--- src/rtl/coco_pkg.sv ---
// coco_pkg: shared requester/state types and default bus widths for the
// dragoncoco system RAM arbiter.
package coco_pkg;

  localparam int ADDR_W_DEF = 16;
  localparam int DATA_W_DEF = 8;

  typedef enum logic [1:0] {
    REQ_NONE,
    REQ_VID,
    REQ_CPU,
    REQ_LD
  } req_t;

  typedef enum logic [1:0] {
    IDLE,
    ACCESS,
    DATA
  } arb_state_t;

endpackage

--- src/rtl/coco_ram_arb_pick.sv ---
// coco_ram_arb_pick: combinational winner selection for one RAM slot.
// Video normally wins; a starved CPU jumps the queue.
module coco_ram_arb_pick
  import coco_pkg::*;
(
  input  logic vid_pend,
  input  logic cpu_pend,
  input  logic ld_pend,
  input  logic starve_hit,
  output req_t winner
);

  always_comb begin
    winner = REQ_NONE;
    if (starve_hit && cpu_pend) begin
      winner = REQ_CPU;
    end else if (vid_pend) begin
      winner = REQ_VID;
    end else if (cpu_pend) begin
      winner = REQ_CPU;
    end else if (ld_pend) begin
      winner = REQ_LD;
    end
  end

endmodule

--- src/rtl/coco_ram_arbiter.sv ---
// coco_ram_arbiter: time-slot arbiter sharing one single-port 1-cycle-latency
// RAM between the VDG fetcher, the 6809 CPU and the ioctl loader.
module coco_ram_arbiter
  import coco_pkg::*;
#(
  parameter int ADDR_W       = ADDR_W_DEF,
  parameter int DATA_W       = DATA_W_DEF,
  parameter int STARVE_LIMIT = 4
) (
  input  logic              clk,
  input  logic              reset,
  input  logic              vid_req,
  input  logic [ADDR_W-1:0] vid_addr,
  output logic              vid_ack,
  output logic              vid_rvalid,
  output logic [DATA_W-1:0] vid_rdata,
  input  logic              cpu_req,
  input  logic              cpu_we,
  input  logic [ADDR_W-1:0] cpu_addr,
  input  logic [DATA_W-1:0] cpu_wdata,
  output logic              cpu_ack,
  output logic              cpu_rvalid,
  output logic [DATA_W-1:0] cpu_rdata,
  input  logic              ld_wr,
  input  logic [ADDR_W-1:0] ld_addr,
  input  logic [DATA_W-1:0] ld_data,
  output logic              ld_busy,
  output logic              ld_overrun,
  output logic              ram_en,
  output logic              ram_we,
  output logic [ADDR_W-1:0] ram_addr,
  output logic [DATA_W-1:0] ram_din,
  input  logic [DATA_W-1:0] ram_dout
);

  localparam logic [3:0] LIMIT = 4'(STARVE_LIMIT);

  arb_state_t        state;
  req_t              owner;
  req_t              winner;
  logic [3:0]        starve_cnt;
  logic              starve_hit;
  logic [ADDR_W-1:0] ld_hold_addr;
  logic [DATA_W-1:0] ld_hold_data;

  assign starve_hit = (starve_cnt == LIMIT) && cpu_req;

  coco_ram_arb_pick u_pick (
    .vid_pend   (vid_req),
    .cpu_pend   (cpu_req),
    .ld_pend    (ld_busy),
    .starve_hit (starve_hit),
    .winner     (winner)
  );

  always_ff @(posedge clk) begin
    if (!reset) begin
      state        <= IDLE;
      owner        <= REQ_NONE;
      starve_cnt   <= '0;
      ld_hold_addr <= '0;
      ld_hold_data <= '0;
      vid_ack      <= 1'b0;
      vid_rvalid   <= 1'b0;
      vid_rdata    <= '0;
      cpu_ack      <= 1'b0;
      cpu_rvalid   <= 1'b0;
      cpu_rdata    <= '0;
      ld_busy      <= 1'b0;
      ld_overrun   <= 1'b0;
      ram_en       <= 1'b0;
      ram_we       <= 1'b0;
      ram_addr     <= '0;
      ram_din      <= '0;
    end else begin
      vid_ack    <= 1'b0;
      cpu_ack    <= 1'b0;
      vid_rvalid <= 1'b0;
      cpu_rvalid <= 1'b0;

      // A strobe landing while the holder is full (including its grant cycle) is lost.
      if (ld_wr) begin
        if (ld_busy) begin
          ld_overrun <= 1'b1;
        end else begin
          ld_busy      <= 1'b1;
          ld_hold_addr <= ld_addr;
          ld_hold_data <= ld_data;
        end
      end

      case (state)
        IDLE: begin
          if (!cpu_req || winner == REQ_CPU) begin
            starve_cnt <= '0;
          end else if (winner == REQ_VID && starve_cnt != LIMIT) begin
            starve_cnt <= starve_cnt + 4'd1;
          end
          owner <= winner;
          case (winner)
            REQ_VID: begin
              ram_en   <= 1'b1;
              ram_we   <= 1'b0;
              ram_addr <= vid_addr;
              vid_ack  <= 1'b1;
              state    <= ACCESS;
            end
            REQ_CPU: begin
              ram_en   <= 1'b1;
              ram_we   <= cpu_we;
              ram_addr <= cpu_addr;
              ram_din  <= cpu_wdata;
              cpu_ack  <= 1'b1;
              state    <= ACCESS;
            end
            REQ_LD: begin
              ram_en   <= 1'b1;
              ram_we   <= 1'b1;
              ram_addr <= ld_hold_addr;
              ram_din  <= ld_hold_data;
              ld_busy  <= 1'b0;
              state    <= ACCESS;
            end
            default: begin
              state <= IDLE;
            end
          endcase
        end
        ACCESS: begin
          ram_en <= 1'b0;
          ram_we <= 1'b0;
          state  <= ram_we ? IDLE : DATA;
        end
        DATA: begin
          if (owner == REQ_VID) begin
            vid_rdata  <= ram_dout;
            vid_rvalid <= 1'b1;
          end else if (owner == REQ_CPU) begin
            cpu_rdata  <= ram_dout;
            cpu_rvalid <= 1'b1;
          end
          state <= IDLE;
        end
        default: begin
          state <= IDLE;
        end
      endcase
    end
  end

endmodule

--- config.mk ---
export PLATFORM = sky130hd
export DESIGN_NAME = coco_ram_arbiter
export DESIGN_NICKNAME = d
export VERILOG_FILES = /design/src/rtl/coco_pkg.sv /design/src/rtl/coco_ram_arb_pick.sv /design/src/rtl/coco_ram_arbiter.sv
export SDC_FILE = /design/constraint.sdc
export NUM_CORES = 1
export LEC_CHECK = 0
export CAP_MARGIN = 20
export CORE_MARGIN = 5
export CORE_UTILIZATION = 48
export CTS_CLUSTER_DIAMETER = 50
export DETAILED_ROUTE_END_ITERATION = 10
export PLACE_DENSITY = 0.88
export REMOVE_ABC_BUFFERS = 1
export SKIP_CTS_REPAIR_TIMING = 1
export SYNTH_ARGS = -nofsm -noshare
export SYNTH_HDL_FRONTEND = slang
export SYNTH_HIERARCHICAL = 1
export SYNTH_SLANG_ARGS = --single-unit
--- constraint.sdc ---
create_clock -name clk -period 5.1 [get_ports clk]
set_input_delay 1.02 -clock clk [delete_from_list [all_inputs] [get_ports clk]]
set_output_delay 1.02 -clock clk [all_outputs]
set_load 0.02 [all_outputs]
Word level (Yosys, flattened, before mapping). Index checks and enable logic that the tools add are counted.

Bits in registers: 80. Input port bits: 78. Logic and storage cells: 78. Output and inout bits: 48.

Multiplexer cells: 22. Reduce and logical (&&, ||, !) cells: 23. Add/sub/neg operators: 1. Equal/unequal tests: 11. Bitwise gates (word level): 4.

Operators by type and width (count): $pmux 16 s3 (1); $reduce_and 2->1 (10); $pmux 8 s2 (1); $mux 2 (5); $mux 1 (9); $eq 2x2->1 const B (4); $mux 4 (2); $ne 4x3->1 const B (2); $eq 2x1->1 const B (3); $reduce_bool 2->1 (3); $reduce_or 3->1 (2); $add 4x1->4 const B (1); $eq 4x3->1 const B (1); $not 1->1 (4); $pmux 1 s2 (2); $pmux 2 s2 (1); $logic_and 1x1->1 (3); $pmux 1 s3 (1); $reduce_and 3->1 (1); $reduce_bool 3->1 (1); $logic_not 2->1 (1); $ne 2x2->1 const B (1); $logic_not 1->1 (1); $logic_or 1x1->1 (1).

Depth between registers and ports, before layout.
Depth in word-level cells: 8. Depth in mapped cells: 15. Mapped depth without buffers: 12.

Cells and area by module. Netlist, hierarchy kept.

By module, submodules not included: coco_ram_arbiter (sequential area each 1601.5 um^2, cells an instance 405, times used 1, area each 3532.1 um^2); coco_ram_arb_pick (sequential area each 0.0 um^2, cells an instance 5, times used 1, area each 27.5 um^2).

Worst setup path before layout. OpenSTA, ideal clock, no wires.

Path kind: in2reg. Start: input vid_req. End: register ram_din[0]. Arrival time: 2.757 ns. Cell stages on the path: 10. Path slack: 2.226 ns. Data required time: 4.984 ns. Path buffers: 3. Setup time: 0.116 ns. Path through: nor2_1 -> o21ai_0 -> inv_1 -> ha_1 -> or2_1 -> buf_6 -> and2_4 -> buf_6 -> buf_6 -> o211a_1.

Word-level cells in the longest chain between the ends: 5. Elaborated cells on any way between the ends: 7. Classes of those cells: eq/ne (2); mux (3); reduce/logical (2).

RTL lines: from (decl) (RTL line coco_ram_arbiter.sv:12) `input logic vid_req,`; $mux 2 * (RTL line coco_ram_arb_pick.sv:17) `end else if (vid_pend) begin`; $mux 2 * (RTL line coco_ram_arb_pick.sv:15) `if (starve_hit && cpu_pend) begin`; via winner[0] (RTL line coco_ram_arbiter.sv:40) `req_t winner;`; $eq 2x2->1 (RTL line coco_ram_arbiter.sv:100) `case (winner)`; $reduce_bool 2->1 (no source line); $reduce_and 2->1 (no source line); to (signal assigned) (RTL line coco_ram_arbiter.sv:112) `ram_din <= cpu_wdata;`; to (signal assigned) (RTL line coco_ram_arbiter.sv:120) `ram_din <= ld_hold_data;`; to (decl) (RTL line coco_ram_arbiter.sv:32) `output logic [DATA_W-1:0] ram_din,`.

Mark *: on every way through the listed nets, which the timed path passes. The rest lies on a longest branch. A chain may end at the register's enable or synchronous reset.

Final worst setup path.
Start: input vid_req. End: register ram_din[7].

Same word-level chain as after synthesis.

==> metrics.csv <==
metric,value,unit
r2r_end,ram_din[7]$_SDFFE_PN0P_,
tightest_slew,0.9131,ns
max_stage_delay,0.62,ns
avgViaCountPerCell,5.134,
cts_root_buffer,clkbuf_8,
netlist_instances,410,
cp-start-kind,input pin,
synth_mux_area_share,6.749,%
cap_violations,0,
crit_start,vid_req,
chipHeight,96.12,um
clk_latency,0.35,ns
first_pass_iters,4,
final_common_cell,clkdlybuf4s50_1,
finalSetupViolations,0,
yosys_most_used_dff,dfxtp_1,
wirelength,9.477,mm
criticalPathCategory,in2reg,
critical_path_peak_fanout,19,
power.density,314.9,mW/mm^2
hold_violations,0,
clock_sinks,80,
grt_pass1_wl,15.12,mm
clkPwrFrac,35.5,%
core,0.007253,mm^2
synth_fa_ha_area_share,2.812,%
synth_compound_area_share,19.23,%
gp_congestion,0.8165,
arrival,3.91,ns
p_switching,0.0004159,W
synth.distinct_cells,42,
leakage,1.924,nW
cts_buffers,9,
skew,0.009048,ns
tritoncts,yes,
num_rows,31,
r2r_start,starve_cnt[0]$_SDFFE_PN0P_,
yosysWarningCount,6,
wire_per_inst,15.26,um
power.share.sequential,43.9,%
synth-edff-count,0,
path_clk_slew,0.08,ns
post-route-period-util,71.76,%
utilization,69.54,%
intPower,0.001172,W
crit_cells,8,
grt_max_degree,56,
setup_tns,0,ns
ys_seq_area_share,44.99,%
post-route-min-period,3.660,ns
drive_above_1_share,4.598,%
max_slew_margin,38.85,%
combPwrFrac,20.5,%
synthSimpleGateAreaFrac,21.27,%
nets,603,
antenna_found_initial,0,
timing.hold.ws,0.4484,ns
ys_ff_latch,80,
dp_hpwl,6.826,mm
dieArea,0.009238,mm^2
crit_buf_inv,1,
grt_pass1_vias,3256,
switching_share,26.19,%
worstSetupEndpointType,register,
syn_area_per_cell,8.682,um^2
reg2reg_depth,11,
peakVddDrop,181.6,uV
cp-endpoint,ram_din[7]$_SDFFE_PN0P_,
clockBufferDepth,2,
r2r_setup_slack,1.89,ns
vias,3188,
drtAntennaViolNets,0,
die_w,96.12,um
io_buffer_count,125,
grt_usage,21.23,%
drc,0,
area_delta_synth_final,41.69,%
async_flop_share,0,%
p_total,0.001588,W
cp_cell_sequence,clkdlybuf4s50_1 -> nor2_1 -> o21ai_0 -> ha_1 -> or2_1 -> and2_4 -> nor2_1 -> a211oi_2,
overflow,0,
first_iter_violations,132,
synth_xor_area_share,0,%
status,finished clean,
rsz0062_at_grt,no,
n_antenna_cell,0,
htreeDepth,3,
syn_area,0.003560,mm^2
fmaxAchievable,0.2732,GHz
crit_family,simple AND/OR/NAND/NOR gates,
synth_top_family_by_area,simple AND/OR/NAND/NOR gates,
finalMaxSlewViolations,0,
ios,126,
hold_path.class,reg2reg,
start_util,49.08,%
layout_common_cells,"125 x clkdlybuf4s50_1, 92 x nand2_1, 80 x dfxtp_1",
worstPathRequired,5.35,ns
crit_top_cell,nor2_1,
cp_slowest_cell,ha_1,
-- logic make-up after synthesis --
group	Yosys count
buffers and inverters	38
muxes	24
and+or+nand+nor	160
adders and majority gates	8
AOI/OAI and AO/OA	100
DFF	80
-- registers in the layout (all words and copies together), names as in the netlist, 2 cells and up --
register / flops
ld_hold_data: 8
ld_hold_addr: 16
ram_din: 8
owner: 2
starve_cnt: 4
vid_rdata: 8
state: 2
cpu_rdata: 8
ram_addr: 16
-- synthesized netlist by cell type (5+ instances only) --
library cell	count	area share [%]
buf_2	6	0.84
inv_1	7	0.74
o21ai_0	12	1.7
clkbuf_1	20	2.1
nand2_1	92	9.7
o211ai_1	16	3.4
a21oi_1	14	2.0
o21ai_1	11	1.5
a21boi_1	28	5.9
dfxtp_1	80	45
a21boi_0	5	1.1
nor2b_1	24	4.2
nor2_1	18	1.9
ha_1	8	2.8
o211a_1	7	2.0
mux2i_1	24	6.7
-- power by group through the flow --
| stage | Combinational [W] | Sequential, W | Clock, W |
|---|---|---|---|
| global placement | 0.000319 | 0.000709 | 0 |
| finish | 0.000326 | 0.000697 | 0.000565 |
| global route | 0.000354 | 0.000704 | 0.000605 |
| CTS | 0.000329 | 0.000697 | 0.000578 |
| detailed placement | 0.000327 | 0.000711 | 0 |
| floorplan | 0.000132 | 0.000741 | 0 |
-- how the worst min path moves through the flow --
stage | startpoint | end | slack [ns] | cells past startpoint
global placement | ram_we$_SDFFE_PN0P_ | state[1]$_SDFF_PN0_ | 0.43 | 1
global route | ram_addr[2]$_SDFFE_PN0P_ | ram_addr[2]$_SDFFE_PN0P_ | 0.47 | 2
CTS | ram_addr[8]$_SDFFE_PN0P_ | ram_addr[8]$_SDFFE_PN0P_ | 0.45 | 2
detailed placement | ram_addr[8]$_SDFFE_PN0P_ | ram_addr[8]$_SDFFE_PN0P_ | 0.44 | 2
finish | ram_addr[10]$_SDFFE_PN0P_ | ram_addr[10]$_SDFFE_PN0P_ | 0.45 | 2
floorplan | ld_hold_data[7]$_SDFFE_PN0P_ | ld_hold_data[7]$_SDFFE_PN0P_ | 0.43 | 2
-- final cells by class --
type,instances,area [um^2]
Fill cell,584,2210
Multi-Input combinational cell,292,1784
Sequential cell,80,1602
Timing Repair Buffer,126,1259
Clock buffer,11,141.4
Tap cell,99,123.9
Clock inverter,5,103.9
Inverter,8,30.03
-- per-layer routing --
layer / up-vias / track usage [%] / share of wire [%]
met5: - / 0 / 0
met1: 1495 / 24.08 / 40
met2: 89 / 38.59 / 53
li1: 1596 / - / -
met3: 8 / 4.926 / 5.6
met4: 0 / 7.464 / 1.4
-- per-stage QoR --
step                      std cells  instance area [um^2]  setup slack, ns
final                           621                  5044            1.440
after CTS                       621                  5044            1.461
after floorplan                 380                  3413            2.236
after detailed placement        605                  4798            1.095
after global routing            621                  5044            1.150
after global placement          605                  4798            1.248
-- worst min-delay path, stage by stage, from the launching register on --
cell and delay, ns:
dfxtp_1 0.31, nand2_1 0.05, a21boi_1 0.04
No activity file was read; power rests on OpenSTA's default activity.
